`src/rtl/dat_tx_serializer.sv`:
```
`default_nettype none
// ============================================================================
// Module   : dat_tx_serializer
// Purpose  : Pulls 32-bit words from the host FIFO and serializes them onto
//            the 4-bit SD DAT bus as start bit, data, per-line CRC16 and end
//            bit, for single- or multi-block writes.
// Revision : 1.0 - initial release
// ============================================================================
module dat_tx_serializer #(
  parameter int BLK_W   = 12,
  parameter int CNT_W   = 16,
  parameter int GAP_CYC = 2     // must be >= 1
) (
  input  logic             clk,
  input  logic             reset_n,
  input  logic             start,
  input  logic             abort,
  input  logic             multi_block,
  input  logic [BLK_W-1:0] block_size,
  input  logic [CNT_W-1:0] block_count,
  input  logic [31:0]      buffer_in,
  input  logic             fifo_ack,
  output logic             pop,
  output logic [3:0]       card_out,
  output logic             dat_oe,
  output logic             busy,
  output logic             done,
  output logic             underrun
);

  // Word counter must hold 128 (512-byte default) and up to 1023 words.
  localparam int WRD_W = (BLK_W > 10) ? BLK_W - 2 : 8;
  localparam int CNT_CW = ($clog2(GAP_CYC + 1) > 4) ? $clog2(GAP_CYC + 1) : 4;

  typedef enum logic [2:0] {
    S_IDLE  = 3'd0,
    S_FETCH = 3'd1,
    S_START = 3'd2,
    S_DATA  = 3'd3,
    S_CRC   = 3'd4,
    S_END   = 3'd5,
    S_GAP   = 3'd6
  } state_t;

  state_t            r_state;
  state_t            w_next;
  logic [31:0]       r_word;
  logic [2:0]        r_nib;
  logic [WRD_W-1:0]  r_words_cfg;
  logic [WRD_W-1:0]  r_words_left;
  logic [CNT_W-1:0]  r_blocks_left;
  logic [CNT_CW-1:0] r_cnt;
  logic [3:0][15:0]  r_crc;
  logic              r_err;
  logic              r_underrun;

  logic              w_uflow;
  logic              w_accept;
  logic [3:0]        w_nibble;
  logic [WRD_W-1:0]  w_bs_words;
  logic [WRD_W-1:0]  w_words;
  logic [CNT_W-1:0]  w_blocks;
  logic              w_unused_bits;

  assign w_unused_bits = ^block_size[1:0];
  assign w_accept      = (r_state == S_IDLE) && start && !abort;
  assign w_bs_words    = WRD_W'(block_size[BLK_W-1:2]);
  assign w_words       = (w_bs_words == '0) ? WRD_W'(128) : w_bs_words;
  assign w_blocks      = (multi_block && (block_count != '0)) ? block_count : CNT_W'(1);
  // Byte 0 first, high nibble of each byte first.
  assign w_nibble      = r_word[{r_nib[2:1], ~r_nib[0], 2'b00} +: 4];
  assign underrun      = r_underrun;
  assign busy          = (r_state != S_IDLE);

  // State register.
  always_ff @(posedge clk or negedge reset_n) begin
    if (!reset_n) r_state <= S_IDLE;
    else          r_state <= w_next;
  end

  // Next-state and bus/strobe outputs.
  always_comb begin
    w_next   = r_state;
    pop      = 1'b0;
    card_out = 4'hF;
    dat_oe   = 1'b0;
    done     = 1'b0;
    w_uflow  = 1'b0;
    case (r_state)
      S_IDLE: begin
        if (w_accept) w_next = S_FETCH;
      end
      S_FETCH: begin
        if (abort) w_next = S_END;
        else if (fifo_ack) begin
          pop    = 1'b1;
          w_next = S_START;
        end
      end
      S_START: begin
        dat_oe   = 1'b1;
        card_out = 4'h0;
        w_next   = abort ? S_END : S_DATA;
      end
      S_DATA: begin
        dat_oe   = 1'b1;
        card_out = w_nibble;
        if (abort) w_next = S_END;
        else if (r_nib == 3'd7) begin
          if (r_words_left == '0) w_next = S_CRC;
          else if (fifo_ack)      pop    = 1'b1;
          else begin
            w_uflow = 1'b1;
            w_next  = S_END;
          end
        end
      end
      S_CRC: begin
        dat_oe   = 1'b1;
        card_out = {r_crc[3][15], r_crc[2][15], r_crc[1][15], r_crc[0][15]};
        if (abort || (r_cnt == CNT_CW'(15))) w_next = S_END;
      end
      S_END: begin
        dat_oe = 1'b1;
        if (!abort && !r_err && (r_blocks_left > CNT_W'(1))) w_next = S_GAP;
        else begin
          done   = 1'b1;
          w_next = S_IDLE;
        end
      end
      S_GAP: begin
        dat_oe = 1'b1;
        if (abort) w_next = S_END;
        else if (r_cnt == CNT_CW'(GAP_CYC - 1)) w_next = S_FETCH;
      end
      default: w_next = S_IDLE;
    endcase
  end

  // Datapath: settings, word/nibble counters, CRC lanes and error flags.
  always_ff @(posedge clk or negedge reset_n) begin
    if (!reset_n) begin
      r_word        <= '0;
      r_nib         <= '0;
      r_words_cfg   <= '0;
      r_words_left  <= '0;
      r_blocks_left <= '0;
      r_cnt         <= '0;
      r_crc         <= '0;
      r_err         <= 1'b0;
      r_underrun    <= 1'b0;
    end else begin
      r_cnt <= (w_next != r_state) ? '0 : r_cnt + CNT_CW'(1);
      if (abort && (r_state != S_IDLE)) r_err <= 1'b1;
      case (r_state)
        S_IDLE: begin
          if (w_accept) begin
            r_words_cfg   <= w_words;
            r_blocks_left <= w_blocks;
            r_underrun    <= 1'b0;
            r_err         <= 1'b0;
          end
        end
        S_FETCH: begin
          if (pop) begin
            r_word       <= buffer_in;
            r_nib        <= '0;
            r_words_left <= r_words_cfg - WRD_W'(1);
            r_crc        <= '0;
          end
        end
        S_DATA: begin
          r_nib <= r_nib + 3'd1;
          for (int i = 0; i < 4; i++)
            r_crc[i] <= {r_crc[i][14:0], 1'b0} ^
                        ((r_crc[i][15] ^ card_out[i]) ? 16'h1021 : 16'h0000);
          if (pop) begin
            r_word       <= buffer_in;
            r_words_left <= r_words_left - WRD_W'(1);
          end
          if (w_uflow) begin
            r_underrun <= 1'b1;
            r_err      <= 1'b1;
          end
        end
        S_CRC: begin
          for (int i = 0; i < 4; i++) r_crc[i] <= {r_crc[i][14:0], 1'b0};
        end
        S_END: begin
          if (r_blocks_left != '0) r_blocks_left <= r_blocks_left - CNT_W'(1);
        end
        default: ;
      endcase
    end
  end

endmodule
`default_nettype wire

```
`config.mk`:
```
export PLATFORM = sky130hd
export DESIGN_NAME = dat_tx_serializer
export DESIGN_NICKNAME = d
export VERILOG_FILES = /design/src/rtl/dat_tx_serializer.sv
export SDC_FILE = /design/constraint.sdc
export NUM_CORES = 1
export LEC_CHECK = 0
export CORE_MARGIN = 3
export CORE_UTILIZATION = 51
export DETAILED_ROUTE_END_ITERATION = 12
export MAX_ROUTING_LAYER = met4
export PLACE_DENSITY = 0.76
export SLEW_MARGIN = 20
export SYNTH_ARGS = -nofsm -noshare
export SYNTH_HDL_FRONTEND = slang
export SYNTH_SLANG_ARGS = --single-unit
```
`constraint.sdc`:
```
create_clock -name clk -period 2.55 [get_ports clk]
set_input_delay 0.51 -clock clk [delete_from_list [all_inputs] [get_ports clk]]
set_output_delay 0.51 -clock clk [all_outputs]
set_load 0.02 [all_outputs]
```
==> key figures <==
Logic synthesis
  – Leading cell types by count after synthesis: sky130_fd_sc_hd__dfrtp_1, sky130_fd_sc_hd__nand2_1, sky130_fd_sc_hd__a22o_1, sky130_fd_sc_hd__o21ai_0, sky130_fd_sc_hd__nor2_1
  – Count leader, synth: sky130_fd_sc_hd__dfrtp_1
  – Top-area cell type share of the netlist area: 51.7%
  – Synthesis-stage register bit count: 144
  – Synth unique cells: 68
  – Number of enable flip-flop cells after synthesis: 0
  – Top_reg_cell synth: sky130_fd_sc_hd__dfrtp_1
  – Mapped Avg Cell Area: 10.8 sq um
  – Mapped Cells: 643
  – Share of async-settable or async-resettable flops after synthesis: 100%
  – Net count after synthesis: 717
  – Sequential element share of the synthesized area: 51.7%
  – Library cell occupying the most area in the post-synthesis netlist: sky130_fd_sc_hd__dfrtp_1
  – Number of synthesis warnings: 0
  – Synth top area cells: sky130_fd_sc_hd__dfrtp_1, sky130_fd_sc_hd__a22o_1, sky130_fd_sc_hd__mux2_2
  – Cell area after synthesis: 6980 sq um

Pwr
  – Part of the total power dissipated in combinational logic: 43.3%
  – Worst ir drop on vdd: 0.000682 V
  – Portion of total power attributed to sequential cells: 36.0%
  – Power Internal: 6.99 mW
  – Static power due to leakage: 3.86 nW
  – Portion of total power attributed to the clock network: 20.6%
  – Power per standard cell area: 1270 nW/um^2
  – Switching power summed over all nets: 4.27 mW
  – Sw Share: 37.9%

Critical path
  – Cell occurring most often along the worst timing path: sky130_fd_sc_hd__buf_6
  – CP Cell Sequence: buf_6 > mux4_2 > mux2_4 > nand2_2 > a21oi_2 > buf_6
  – Slowest cell on crit path: sky130_fd_sc_hd__mux4_2
  – Slowest cell delay on critical path: 530 ps
  – Worst Setup End Kind: output pin
  – Arrival time worst endpoint: 2140 ps
  – Critical Path RT: 2040 ps
  – Largest fanout of any net on the critical path: 5
  – Class of the most critical setup path: register to output pin
  – CP Launch Type: register

Timing
  – Clock period minus final worst setup slack: 2650 ps
  – RSZ-0062 raised after global routing: true
  – Worst slew margin: 51.6%
  – Highest attainable clock frequency: 377 MHz
  – Worst slew pin tran: 725 ps
  – Fin Clk Skew: 10.7 ps
  – Final setup slack of the worst path: -99.6 ps
  – Hold Vio Cnt, Final: 0
  – Fin Setup TNS: -287 ps
  – Worst hold slack across all endpoints: 126 ps
  – Number of failing setup endpoints in the final timing report: 4
  – Final cycle utilization of the critical path: 104%
  – Count of final max-slew check failures: 0

Clock network
  – Source-to-sink clock delay at the later pin of the worst-skew pair: 430 ps
  – Cell chosen for the clock root: sky130_fd_sc_hd__clkbuf_16
  – Clock buffer count from CTS: 17
  – Hold buffer count at CTS: 0
  – Clock H-tree levels: 4
  – Clock slew at reported path FFs: 60 ps
  – Count of clock tree sinks: 144
  – Clock tree from TritonCTS: done
  – Buffers from clock root to sink, at most: 2

Drt
  – Via total after detailed routing: 5634
  – Remaining DRCs: 0
  – Final routed wire length divided by cell count: 17.3 um
  – Vias per std cell: 5.95
  – Total wire length after detailed routing: 16.4 mm
  – Detailed Route Iter0 Violations: 449
  – Count of antenna-violating nets left after detailed routing: 0
  – Total iterations of the first detailed-routing run: 7

Place
  – Detailed placer's ending HPWL: 11.6 mm
  – Setup WS pre-CTS: -179 ps
  – Instance area at placement: 8220 sq um
  – Global placer's final weighted congestion: 0.858
  – Number of I/O port buffers: 72

Run
  – Max cap viols: 0

Min path
  – HP Class: input port to async pin

Floorplanning
  – Initial cell density of the core: 52.5%
  – I/O pin count: 75
  – Die Y: 123 um
  – Standard-cell row count: 42
  – Floorplan core area: 13300 sq um
  – Die width: 123 um
  – Total die area: 15100 sq um

GRT
  – Antenna violations before repair: 0
  – Vias in the first global route: 5769
  – Tot GR Track Use: 24.2%
  – Congestion Overflow GR: 0
  – Wire length of the first global-routing pass: 27.9 mm
  – Maximum number of pins on one net before global-route repair: 81

Final layout
  – Final core utilization: 66.5%
  – Antenna diode count: 0
  – Cell area after layout: 8840 sq um
  – Growth of design area from synthesis to finish: 26.8%
  – Post-layout net count: 832
  – Fill cell instance count of the final layout: 1031
  – Ratio of cells with drive above 1 in the final layout: 22.0%

Outcome
  – Result of the run: finished with violations
  – Failing checks: setup timing
## stage by stage
stage	std cells	power, mW
floorplan	643	7.08
global placement	913	8.48
detailed placement	913	8.74
CTS	945	11.2
global route	947	12.0
finish	947	11.3
## timing repair
action	4_1_cts	5_1_grt
setup endpoints to repair	9	7
gates resized for setup	44	3
pin swaps	2	1
buffers inserted	0	2
## layer usage
layer,vias to the layer above,part of all wire [%],track usage [%]
li1,2619,-,-
met1,2815,45,30.8
met2,176,49,38.8
met3,24,4.8,5.22
met4,0,1.6,8.26
met5,-,0,-
## final cells by class
class	count	area, sq um	area share (%)
repair buffers	136	1210	13.7
clock buffers	22	484	5.47
flip-flops and latches	144	3600	40.8
well taps	176	220	2.49
clock inverters	10	75.1	0.849
multi-input cells	444	3190	36.1
inverters	15	56.3	0.637
## layout by cell type (no fill, tap or decap), types with 8 or more instances in the layout
cell / netlist / layout
sky130_fd_sc_hd__clkbuf_16: 0 / 17
sky130_fd_sc_hd__mux2_2: 37 / 34
sky130_fd_sc_hd__buf_4: 1 / 64
sky130_fd_sc_hd__ha_1: 8 / 8
sky130_fd_sc_hd__clkdlybuf4s50_1: 0 / 63
sky130_fd_sc_hd__inv_1: 15 / 15
sky130_fd_sc_hd__dfrtp_1: 144 / 143
sky130_fd_sc_hd__a22o_1: 54 / 54
sky130_fd_sc_hd__nor3_1: 14 / 14
sky130_fd_sc_hd__mux4_2: 8 / 8
sky130_fd_sc_hd__nand2_1: 63 / 61
sky130_fd_sc_hd__or3_1: 9 / 9
sky130_fd_sc_hd__nor2_1: 43 / 41
sky130_fd_sc_hd__a21oi_1: 31 / 28
sky130_fd_sc_hd__nand3_1: 9 / 9
sky130_fd_sc_hd__o21ai_0: 46 / 46
## state kept, by name, indices dropped and copies added (netlist names)
name	cells
r_blocks_left	16
r_cnt	4
r_crc	64
r_err	1
r_nib	3
r_state	3
r_word	32
r_words_cfg	10
r_words_left	10
underrun	1
## kinds of logic after synthesis
| kind of cell | after synthesis | synth area share, % |
|---|---|---|
| fa+ha+maj | 8 | 1.44 |
| simple gates | 181 | 12.7 |
| buf+inv | 55 | 3.66 |
| compound gates | 194 | 19.9 |
| xor+xnor | 12 | 1.51 |
| flops | 144 | 51.7 |
| mux | 49 | 9.13 |
## critical path: cells and delay by family, from the launching register on
family	cells	cell delay (ps)
compound gates	1	80
buf+inv	2	320
mux	2	840
simple gates	1	90
flops	1	390
## power by group through the flow
stage | registers [mW] | logic, mW | clock network, mW
floorplan | 3.80 | 3.27 | 0
global placement | 3.97 | 4.51 | 0
detailed placement | 4.04 | 4.70 | 0
CTS | 4.03 | 4.81 | 2.36
global route | 4.18 | 5.39 | 2.47
finish | 4.06 | 4.87 | 2.32
## path summary, 6_finish.rpt
| check | from | endpoint | slack (ps) | cells after the start |
|---|---|---|---|---|
| worst max-delay path | r_nib[1] | card_out[2] | -100 | 6 |
| worst min-delay path | reset_n | r_word[13] | 130 | 1 |
| worst max register to register | r_nib[0] | r_words_left[9] | 130 | 7 |
| worst min register to register | r_crc[36] | r_crc[37] | 490 | 1 |
| max in group asynchronous | reset_n | r_blocks_left[14] | 1690 | 2 |
| min in group clk | r_crc[36] | r_crc[37] | 490 | 1 |
(Power assumes the default switching activity.)
